===== src/rtl/dram_txn_gate_pkg.sv =====
// dram_txn_gate_pkg: default SoC AXI request/response struct types for dram_txn_gate
package dram_txn_gate_pkg;
  typedef struct packed {
    logic [3:0]  id;
    logic [31:0] addr;
    logic [7:0]  len;
  } ax_t;
  typedef struct packed {
    logic [31:0] data;
    logic [3:0]  strb;
    logic        last;
  } w_t;
  typedef struct packed {
    logic [3:0] id;
    logic [1:0] resp;
  } b_t;
  typedef struct packed {
    logic [3:0]  id;
    logic [31:0] data;
    logic [1:0]  resp;
    logic        last;
  } r_t;
  typedef struct packed {
    ax_t  aw;
    logic aw_valid;
    w_t   w;
    logic w_valid;
    logic b_ready;
    ax_t  ar;
    logic ar_valid;
    logic r_ready;
  } axi_req_t;
  typedef struct packed {
    logic aw_ready;
    logic ar_ready;
    logic w_ready;
    logic b_valid;
    b_t   b;
    logic r_valid;
    r_t   r;
  } axi_resp_t;
endpackage


===== src/rtl/dram_txn_gate.sv =====
// dram_txn_gate: holds off AXI traffic until DRAM calibration, caps outstanding reads/writes, and drains on request
// Ports: clk_i/rst_ni (async active-low), calib_done_i, drain_req_i, slv_req_i/slv_rsp_o (SoC side),
//        mst_req_o/mst_rsp_i (DRAM wrapper side), rd_outstanding_o, wr_outstanding_o, drained_o, timeout_o.
// Optional: define DRAM_TXN_GATE_TIMEOUT_EN to enable the sticky stalled-response watchdog on timeout_o.
module dram_txn_gate #(
  parameter int unsigned MaxReadTxns   = 8,
  parameter int unsigned MaxWriteTxns  = 8,
  parameter int unsigned TimeoutCycles = 65536,
  parameter type axi_req_t  = dram_txn_gate_pkg::axi_req_t,
  parameter type axi_resp_t = dram_txn_gate_pkg::axi_resp_t,
  localparam int unsigned RdW = $clog2(MaxReadTxns + 1),
  localparam int unsigned WrW = $clog2(MaxWriteTxns + 1)
) (
  input  logic           clk_i,
  input  logic           rst_ni,
  input  logic           calib_done_i,
  input  logic           drain_req_i,
  input  axi_req_t       slv_req_i,
  output axi_resp_t      slv_rsp_o,
  output axi_req_t       mst_req_o,
  input  axi_resp_t      mst_rsp_i,
  output logic [RdW-1:0] rd_outstanding_o,
  output logic [WrW-1:0] wr_outstanding_o,
  output logic           drained_o,
  output logic           timeout_o
);
  typedef enum logic [1:0] {WAIT_CALIB, RUN, DRAIN, DRAINED} state_e;
  state_e state_q, state_d;
  logic [RdW-1:0] rd_cnt_q, rd_cnt_d;
  logic [WrW-1:0] wr_cnt_q, wr_cnt_d;
  logic allow_ar, allow_aw, allow_w;
  logic rd_inc, rd_dec, wr_inc, wr_dec;
  assign allow_ar = (state_q == RUN) && (rd_cnt_q < RdW'(MaxReadTxns));
  assign allow_aw = (state_q == RUN) && (wr_cnt_q < WrW'(MaxWriteTxns));
  assign allow_w  = (state_q == RUN) || (state_q == DRAIN);
  always_comb begin
    mst_req_o          = slv_req_i;
    mst_req_o.ar_valid = slv_req_i.ar_valid & allow_ar;
    mst_req_o.aw_valid = slv_req_i.aw_valid & allow_aw;
    mst_req_o.w_valid  = slv_req_i.w_valid & allow_w;
    slv_rsp_o          = mst_rsp_i;
    slv_rsp_o.ar_ready = mst_rsp_i.ar_ready & allow_ar;
    slv_rsp_o.aw_ready = mst_rsp_i.aw_ready & allow_aw;
    slv_rsp_o.w_ready  = mst_rsp_i.w_ready & allow_w;
  end
  assign rd_inc = slv_req_i.ar_valid & allow_ar & mst_rsp_i.ar_ready;
  assign rd_dec = mst_rsp_i.r_valid & slv_req_i.r_ready & mst_rsp_i.r.last;
  assign wr_inc = slv_req_i.aw_valid & allow_aw & mst_rsp_i.aw_ready;
  assign wr_dec = mst_rsp_i.b_valid & slv_req_i.b_ready;
  // A lone decrement at zero is a protocol error; the count holds at zero instead of wrapping.
  always_comb begin
    rd_cnt_d = (rd_inc && !rd_dec) ? rd_cnt_q + RdW'(1) :
               (rd_dec && !rd_inc && rd_cnt_q != '0) ? rd_cnt_q - RdW'(1) : rd_cnt_q;
    wr_cnt_d = (wr_inc && !wr_dec) ? wr_cnt_q + WrW'(1) :
               (wr_dec && !wr_inc && wr_cnt_q != '0) ? wr_cnt_q - WrW'(1) : wr_cnt_q;
  end
  always_comb begin
    state_d = state_q;
    case (state_q)
      WAIT_CALIB: state_d = calib_done_i ? RUN : WAIT_CALIB;
      RUN:        state_d = (drain_req_i || !calib_done_i) ? DRAIN : RUN;
      DRAIN:      state_d = (rd_cnt_q == '0 && wr_cnt_q == '0 && !rd_dec && !wr_dec) ? DRAINED : DRAIN;
      DRAINED:    state_d = !calib_done_i ? WAIT_CALIB : !drain_req_i ? RUN : DRAINED;
      default:    state_d = WAIT_CALIB;
    endcase
  end
  always_ff @(posedge clk_i or negedge rst_ni) begin
    if (!rst_ni) begin
      state_q  <= WAIT_CALIB;
      rd_cnt_q <= '0;
      wr_cnt_q <= '0;
    end else begin
      assert (!(rd_dec && !rd_inc && rd_cnt_q == '0) && !(wr_dec && !wr_inc && wr_cnt_q == '0));
      state_q  <= state_d;
      rd_cnt_q <= rd_cnt_d;
      wr_cnt_q <= wr_cnt_d;
    end
  end
  assign rd_outstanding_o = rd_cnt_q;
  assign wr_outstanding_o = wr_cnt_q;
  assign drained_o        = state_q == DRAINED;
`ifdef DRAM_TXN_GATE_TIMEOUT_EN
  localparam int unsigned TmoW = $clog2(TimeoutCycles + 1);
  logic [TmoW-1:0] tmo_cnt_q, tmo_cnt_d;
  logic timeout_q, timeout_d;
  logic rsp_hs;
  // Any R beat or B counts as forward progress, not just the last beat of a burst.
  assign rsp_hs = (mst_rsp_i.r_valid & slv_req_i.r_ready) | wr_dec;
  always_comb begin
    tmo_cnt_d = (rsp_hs || (rd_cnt_q == '0 && wr_cnt_q == '0)) ? '0 :
                (tmo_cnt_q == TmoW'(TimeoutCycles)) ? tmo_cnt_q : tmo_cnt_q + TmoW'(1);
    timeout_d = timeout_q | (tmo_cnt_d == TmoW'(TimeoutCycles));
  end
  always_ff @(posedge clk_i or negedge rst_ni) begin
    if (!rst_ni) begin
      tmo_cnt_q <= '0;
      timeout_q <= 1'b0;
    end else begin
      tmo_cnt_q <= tmo_cnt_d;
      timeout_q <= timeout_d;
    end
  end
  assign timeout_o = timeout_q;
`else
  assign timeout_o = 1'b0;
`endif
endmodule


===== config.mk =====
export PLATFORM = sky130hd
export DESIGN_NAME = dram_txn_gate
export DESIGN_NICKNAME = d
export VERILOG_FILES = /design/src/rtl/dram_txn_gate_pkg.sv /design/src/rtl/dram_txn_gate.sv
export SDC_FILE = /design/constraint.sdc
export NUM_CORES = 1
export LEC_CHECK = 0
export ABC_CLOCK_PERIOD_IN_PS = 2600
export CAP_MARGIN = 25
export CORE_AREA = 2 2 146 148
export DETAILED_ROUTE_END_ITERATION = 12
export DIE_AREA = 0 0 148 150
export PLACE_DENSITY_LB_ADDON = 0.05
export SLEW_MARGIN = 20
export SYNTH_ARGS = -nofsm -noshare
export SYNTH_HDL_FRONTEND = slang
export SYNTH_SLANG_ARGS = --single-unit

===== constraint.sdc =====
create_clock -name clk_i -period 2.6 [get_ports clk_i]
set_input_delay 0.52 -clock clk_i [delete_from_list [all_inputs] [get_ports clk_i]]
set_output_delay 0.52 -clock clk_i [all_outputs]
set_load 0.005 [all_outputs]

==> metrics.yaml, run 1 <==
wirelength_um: 3970
critPathKind: "reg2reg"
diodes: 0
drt_iter0_markers: 22
cts_setup_buffers: 0
hp-class: "reg2reg"
syn_to_final_growth_pct: -24.8
synth_area_per_cell_um2: 8.54
crit_path_max_fanout: 4
hold_buffers: 0
peakVddDrop_v: 0.000162
synth_xor_area_share_pct: 2.52
cp.required_ns: 2.76
yosysSeqAreaShare_pct: 12.0
cts_resized: 0
period_share_pct: 93.8
core-area_um2: 20700
die_w_um: 148
slowest_delay_ns: 0.39
endpoint_kind: "flip-flop"
nets: 307
synth_top_family_by_area: "buffers and inverters"
clk_path_buf_depth: 2
outcome: "complete, no violations"
grt_max_degree: 11
slew_headroom_pct: 61.9
dr_wl_met3_um: 481
syn_nets: 438
rsz0062_at_grt: "false"
crit_path_cell_trace: "inv_1 > ha_1 > buf_4 > and4b_1 > and2_4 > inv_1 > ha_1 > a21o_1 > a21oi_1 > mux2i_1 > xnor2_1"
finalSetupViolations: 0
start_util_pct: 10.1
p_per_area_nw_per_um2: 845
layout_setup_ws_ns: 0.160
route.detailed.drc: 0
num-fill-cells: 2428
cts_tree: "built"
wl_met1_um: 1400
start_kind: "flip-flop"
path_delay_family: "adder cells"
hold_ws_ns: 0.611
h-tree-depth: 1
antenna_found_initial: 0
p_leak_nw: 0.539
multi_input_area_um2: 498
fin_tns_setup_ns: 0
via_per_inst: 2.16
die_area_um2: 22200
synth_compound_area_share_pct: 3.06
grt_util_all_layers_pct: 3.36
row_count: 53
syn-cell-area_um2: 2080
slowest_stage: "dfrtp_1"
insertion_delay_ns: 0.23
cts.sinks: 10
portBuffers: 34
cts_buffers: 3
drive_above_1_share_pct: 16.2
synth_mux_area_share_pct: 3.48
final_cell_count_no_fill: 386
grt_overflow_total: 0
ys_types: 30
tightestPinTransition_ns: 0.569
ys_ff_latch: 10
worst-path-buf-inv: 3
clkTransAtPathRegs_ns: 0.04
ys.warnings.count: 0
routedWlPerCell_um: 10.3
dp_hpwl_um: 3280
fin_skew_ns: 0.00218
finalHoldViolCount: 0
io_pins: 374
synthSimpleGateAreaFrac_pct: 7.92
die_h_um: 150
place_congestion: 0.582
drtPass1Iterations: 2
vias: 832
timing.fmax_mhz: 410
dp_cells: 383
top_layer: "met4"
syn_inst: 244
yosys.area_share.adder_pct: 6.72
slew_viol_final: 0
wl_met2_um: 1680
cts_root_buf: "clkbuf_16"
first_global_vias: 954
drv_cap: 0
crit_arrival_ns: 2.60
grt_pass1_wl_um: 5580
dpl_worst_slack_ns: 0.00952
min_period_ns: 2.44
ff_latch_area_um2: 250
antenna_left: 0
[path summary, 6_finish.rpt]
check	slack (ns)	cells past startpoint	end	start
setup / recovery	0.16	11	rd_outstanding_o[3]	state_q[1]
hold / removal	0.61	1	wr_outstanding_o[2]	wr_outstanding_o[2]
setup reg to reg	0.16	11	rd_outstanding_o[3]	state_q[1]
hold reg to reg	0.61	1	wr_outstanding_o[2]	wr_outstanding_o[2]
max in group asynchronous	1.57	1	rd_outstanding_o[1]	rst_ni
min in group asynchronous	0.66	1	rd_outstanding_o[2]	rst_ni
[flip-flops by register name, summed over array words and instances (netlist names)]
signal and flops:
state_q 2, wr_outstanding_o 4, rd_outstanding_o 4
[per-stage QoR]
step           util [%]  total power (W)  instance area (um2)
2_1_floorplan         -         0.000920                 2080
3_3_place_gp       7.21          0.00110                 1490
3_5_place_dp       7.21          0.00109                 1490
4_1_cts            7.58          0.00138                 1570
5_1_grt            7.58          0.00145                 1570
6_report           7.58          0.00132                 1570
[layout make-up]
| type | instances | area share [%] |
|---|---|---|
| multi-input cells | 53 | 31.8 |
| repair buffers | 39 | 24.1 |
| inverters | 6 | 1.44 |
| flip-flops and latches | 10 | 16.0 |
| clock buffers | 3 | 4.79 |
| well taps | 275 | 21.9 |
[cell families after synthesis]
family,after synthesis
other,1
buffers and inverters,181
AO/OA/AOI/OAI,9
multiplexers,6
flip-flops,10
adder cells (fa/ha/maj),10
AND/OR/NAND/NOR,21
XOR/XNOR,6
[synth_stat cells, drive strengths merged]
| master | instances | area, um2 |
|---|---|---|
| inv | 6 | 22.5 |
| a311oi | 1 | 15.0 |
| a211oi | 1 | 7.51 |
| nand3 | 1 | 5.00 |
| a21oi | 4 | 20.0 |
| buf | 175 | 1310 |
| and3b | 2 | 17.5 |
| fa | 2 | 40.0 |
| o22ai | 1 | 6.26 |
| and2 | 5 | 33.8 |
| nor2 | 4 | 25.0 |
| xor2 | 2 | 17.5 |
| a21o | 2 | 15.0 |
| nand2 | 2 | 7.51 |
| nor4 | 2 | 25.0 |
| mux2 | 4 | 52.6 |
| ha | 8 | 100 |
| conb | 1 | 3.75 |
| xnor2 | 4 | 35.0 |
| nor2b | 1 | 13.8 |
| nor3 | 1 | 10.0 |
| mux2i | 2 | 20.0 |
| nand4b | 1 | 8.76 |
| dfrtp | 10 | 250 |
| and4 | 1 | 8.76 |
| and4b | 1 | 10.0 |
[cells in the final DEF, fill, tap and decap left out, drive strengths merged]
| cell type | count |
|---|---|
| a211oi | 1 |
| a21o | 2 |
| a21oi | 4 |
| a311oi | 1 |
| and2 | 5 |
| and3b | 2 |
| and4 | 1 |
| and4b | 1 |
| buf | 5 |
| clkbuf | 3 |
| clkdlybuf4s50 | 34 |
| conb | 1 |
| dfrtp | 10 |
| fa | 2 |
| ha | 8 |
| inv | 6 |
| mux2 | 4 |
| mux2i | 2 |
| nand2 | 2 |
| nand3 | 1 |
| nand4b | 1 |
| nor2 | 4 |
| nor2b | 1 |
| nor3 | 1 |
| nor4 | 2 |
| o22ai | 1 |
| xnor2 | 4 |
| xor2 | 2 |
[report_power, final]
| group | total [W] | switching, W | leakage [nW] | internal [W] |
|---|---|---|---|---|
| combinational | 0.000673 | 0.000253 | 0.382 | 0.000419 |
| sequential | 0.000380 | 0.000146 | 0.120 | 0.000234 |
| clock | 0.000272 | 0.0000720 | 0.0370 | 0.000200 |
| total | 0.00132 | 0.000471 | 0.539 | 0.000853 |
[routing by layer]
| metal | track usage, % | vias up |
|---|---|---|
| li1 | - | 329 |
| met1 | 3.43 | 361 |
| met2 | 4.68 | 72 |
| met3 | 1.19 | 70 |
| met4 | 4.57 | 0 |
| met5 | 0 | - |
No activity file was read; power rests on OpenSTA's default activity.
==> run 2: changes to the inputs <==
- CAP_MARGIN: 25 -> 5
- CTS_CLUSTER_DIAMETER: default -> 100
==> results of run 2 <==
Final layout, timing and power as in run 1 (identical DEF).
==> run 3: changes to the inputs <==
- MAX_ROUTING_LAYER: default -> met4
==> metrics.yaml, run 3 (same netlist as run 1, synthesis figures left out) <==
core-area_um2: 20700  # unchanged
seqPwrFrac_pct: 28.7  # about the same
peakVddDrop_v: 0.000162  # unchanged
dp_hpwl_um: 3280  # unchanged
io_pins: 374  # unchanged
portBuffers: 34  # unchanged
power_frac_comb_pct: 50.8  # about the same
wirelength_um: 3980  # +0.10%
drt_iter0_markers: 25  # +14%
syn_to_final_growth_pct: -24.8  # unchanged
slew_headroom_pct: 61.6  # -0.29 points
row_count: 53  # unchanged
slowest_stage: "dfrtp_1"
min_period_ns: 2.44  # +0.000119 ns
cts_tree: "built"
path_delay_family: "adder cells"
finalInstanceArea_um2: 1570  # unchanged
worst-path-buf-inv: 3  # unchanged
place_congestion: 0.585  # +0.53%
antenna_left: 0  # unchanged
diodes: 0  # unchanged
cts_setup_buffers: 0  # unchanged
slew_viol_final: 0  # unchanged
power.switching_w: 0.000471  # about the same
cts_root_buf: "clkbuf_16"
placed_area_um2: 1490  # unchanged
p_sw_share_pct: 35.6  # about the same
clk_path_buf_depth: 2  # unchanged
start_util_pct: 10.1  # unchanged
fin_tns_setup_ns: 0  # unchanged
start_kind: "flip-flop"
period_share_pct: 93.8  # about the same
grt_util_all_layers_pct: 3.45  # +0.091 points
p_clk_share_pct: 20.5  # about the same
grt_pass1_wl_um: 5580  # +0.13%
route.detailed.drc: 0  # unchanged
final_cell_mix: "34 x clkdlybuf4s50_1, 10 x dfrtp_1, 8 x ha_1"
routedWlPerCell_um: 10.3  # +0.10%
slowest_delay_ns: 0.39  # about the same
outcome: "complete, no violations"
nets: 307  # unchanged
hp-class: "reg2reg"
hold_buffers: 0  # unchanged
finalHoldViolCount: 0  # unchanged
endpoint_kind: "flip-flop"
final_common_cell: "clkdlybuf4s50_1"
num-fill-cells: 2428  # unchanged
drive_above_1_share_pct: 16.2  # unchanged
fin_skew_ns: 0.00232  # +0.000144 ns
cts.sinks: 10  # unchanged
p_int_w: 0.000853  # about the same
crit_path_cell_trace: "inv_1 > ha_1 > buf_4 > and4b_1 > and2_4 > inv_1 > ha_1 > a21o_1 > a21oi_1 > mux2i_1 > xnor2_1"
timing.fmax_mhz: 410  # about the same
cp.required_ns: 2.76  # about the same
grt_overflow_total: 0  # unchanged
cts_resized: 0  # unchanged
drtPass1Iterations: 2  # unchanged
antenna_found_initial: 0  # unchanged
clkTransAtPathRegs_ns: 0.04  # about the same
crit_arrival_ns: 2.60  # about the same
die_h_um: 150  # unchanged
p_per_area_nw_per_um2: 845  # about the same
tightestPinTransition_ns: 0.574  # +0.00431 ns
crit_path_max_fanout: 4  # unchanged
die_w_um: 148  # unchanged
p_leak_nw: 0.539  # unchanged
h-tree-depth: 1  # unchanged
die_area_um2: 22200  # unchanged
critPathKind: "reg2reg"
insertion_delay_ns: 0.23  # about the same
vias: 831  # -0.12%
drv_cap: 0  # unchanged
finalSetupViolations: 0  # unchanged
first_global_vias: 954  # unchanged
grt_max_degree: 11  # unchanged
rsz0062_at_grt: "false"
via_per_inst: 2.15  # -0.12%
cts_buffers: 3  # unchanged
==> run 3: cell counts in the layout (fill, tap and decap cells not counted) <==
Identical to the previous run, type by type.
==> run 3: per-layer routing <==
layer	routed length [um]	part of all wire, %	track usage, %
met1	1400	35	3.41
met4	410	10	4.57
met3	481	12	1.19
met5	0	0	-
met2	1680	42	4.68
==> run 3: power by group through the flow <==
stage / clock, W / sequential (W) / combinational, W
final: 0.000271 / 0.000380 / 0.000673
after global routing: 0.000292 / 0.000408 / 0.000751
after CTS: 0.000287 / 0.000395 / 0.000698
after detailed placement: 0 / 0.000392 / 0.000695
after global placement: 0 / 0.000394 / 0.000710
after floorplan: 0 / 0.000346 / 0.000574
==> run 3: worst paths after layout <==
path / from / to / slack (ns) / cells past startpoint
setup / recovery: state_q[1] / rd_outstanding_o[3] / 0.16 / 11
hold / removal: wr_outstanding_o[2] / wr_outstanding_o[2] / 0.61 / 1
setup reg to reg: state_q[1] / rd_outstanding_o[3] / 0.16 / 11
hold reg to reg: wr_outstanding_o[2] / wr_outstanding_o[2] / 0.61 / 1
max in group asynchronous: rst_ni / rd_outstanding_o[1] / 1.57 / 1
min in group asynchronous: rst_ni / rd_outstanding_o[2] / 0.66 / 1
==> run 3: layout make-up <==
class,instances,area [um2],area share (%)
clock buffers,3,75.1,4.79
flip-flops and latches,10,250,16.0
well taps,275,344,21.9
multi-input cells,53,498,31.8
repair buffers,39,378,24.1
inverters,6,22.5,1.44
==> run 3: through the flow <==
stage	total power (W)	hold slack [ns]	utilization [%]	setup WS [ns]	std cells
after global routing	0.00145	0.655	7.58	0.00856	386
after detailed placement	0.00109	0.624	7.21	0.00952	383
after global placement	0.00110	0.618	7.21	0.0583	383
after floorplan	0.000920	0.224	-	0.452	244
final	0.00132	0.611	7.58	0.160	386
after CTS	0.00138	0.636	7.58	0.0838	386
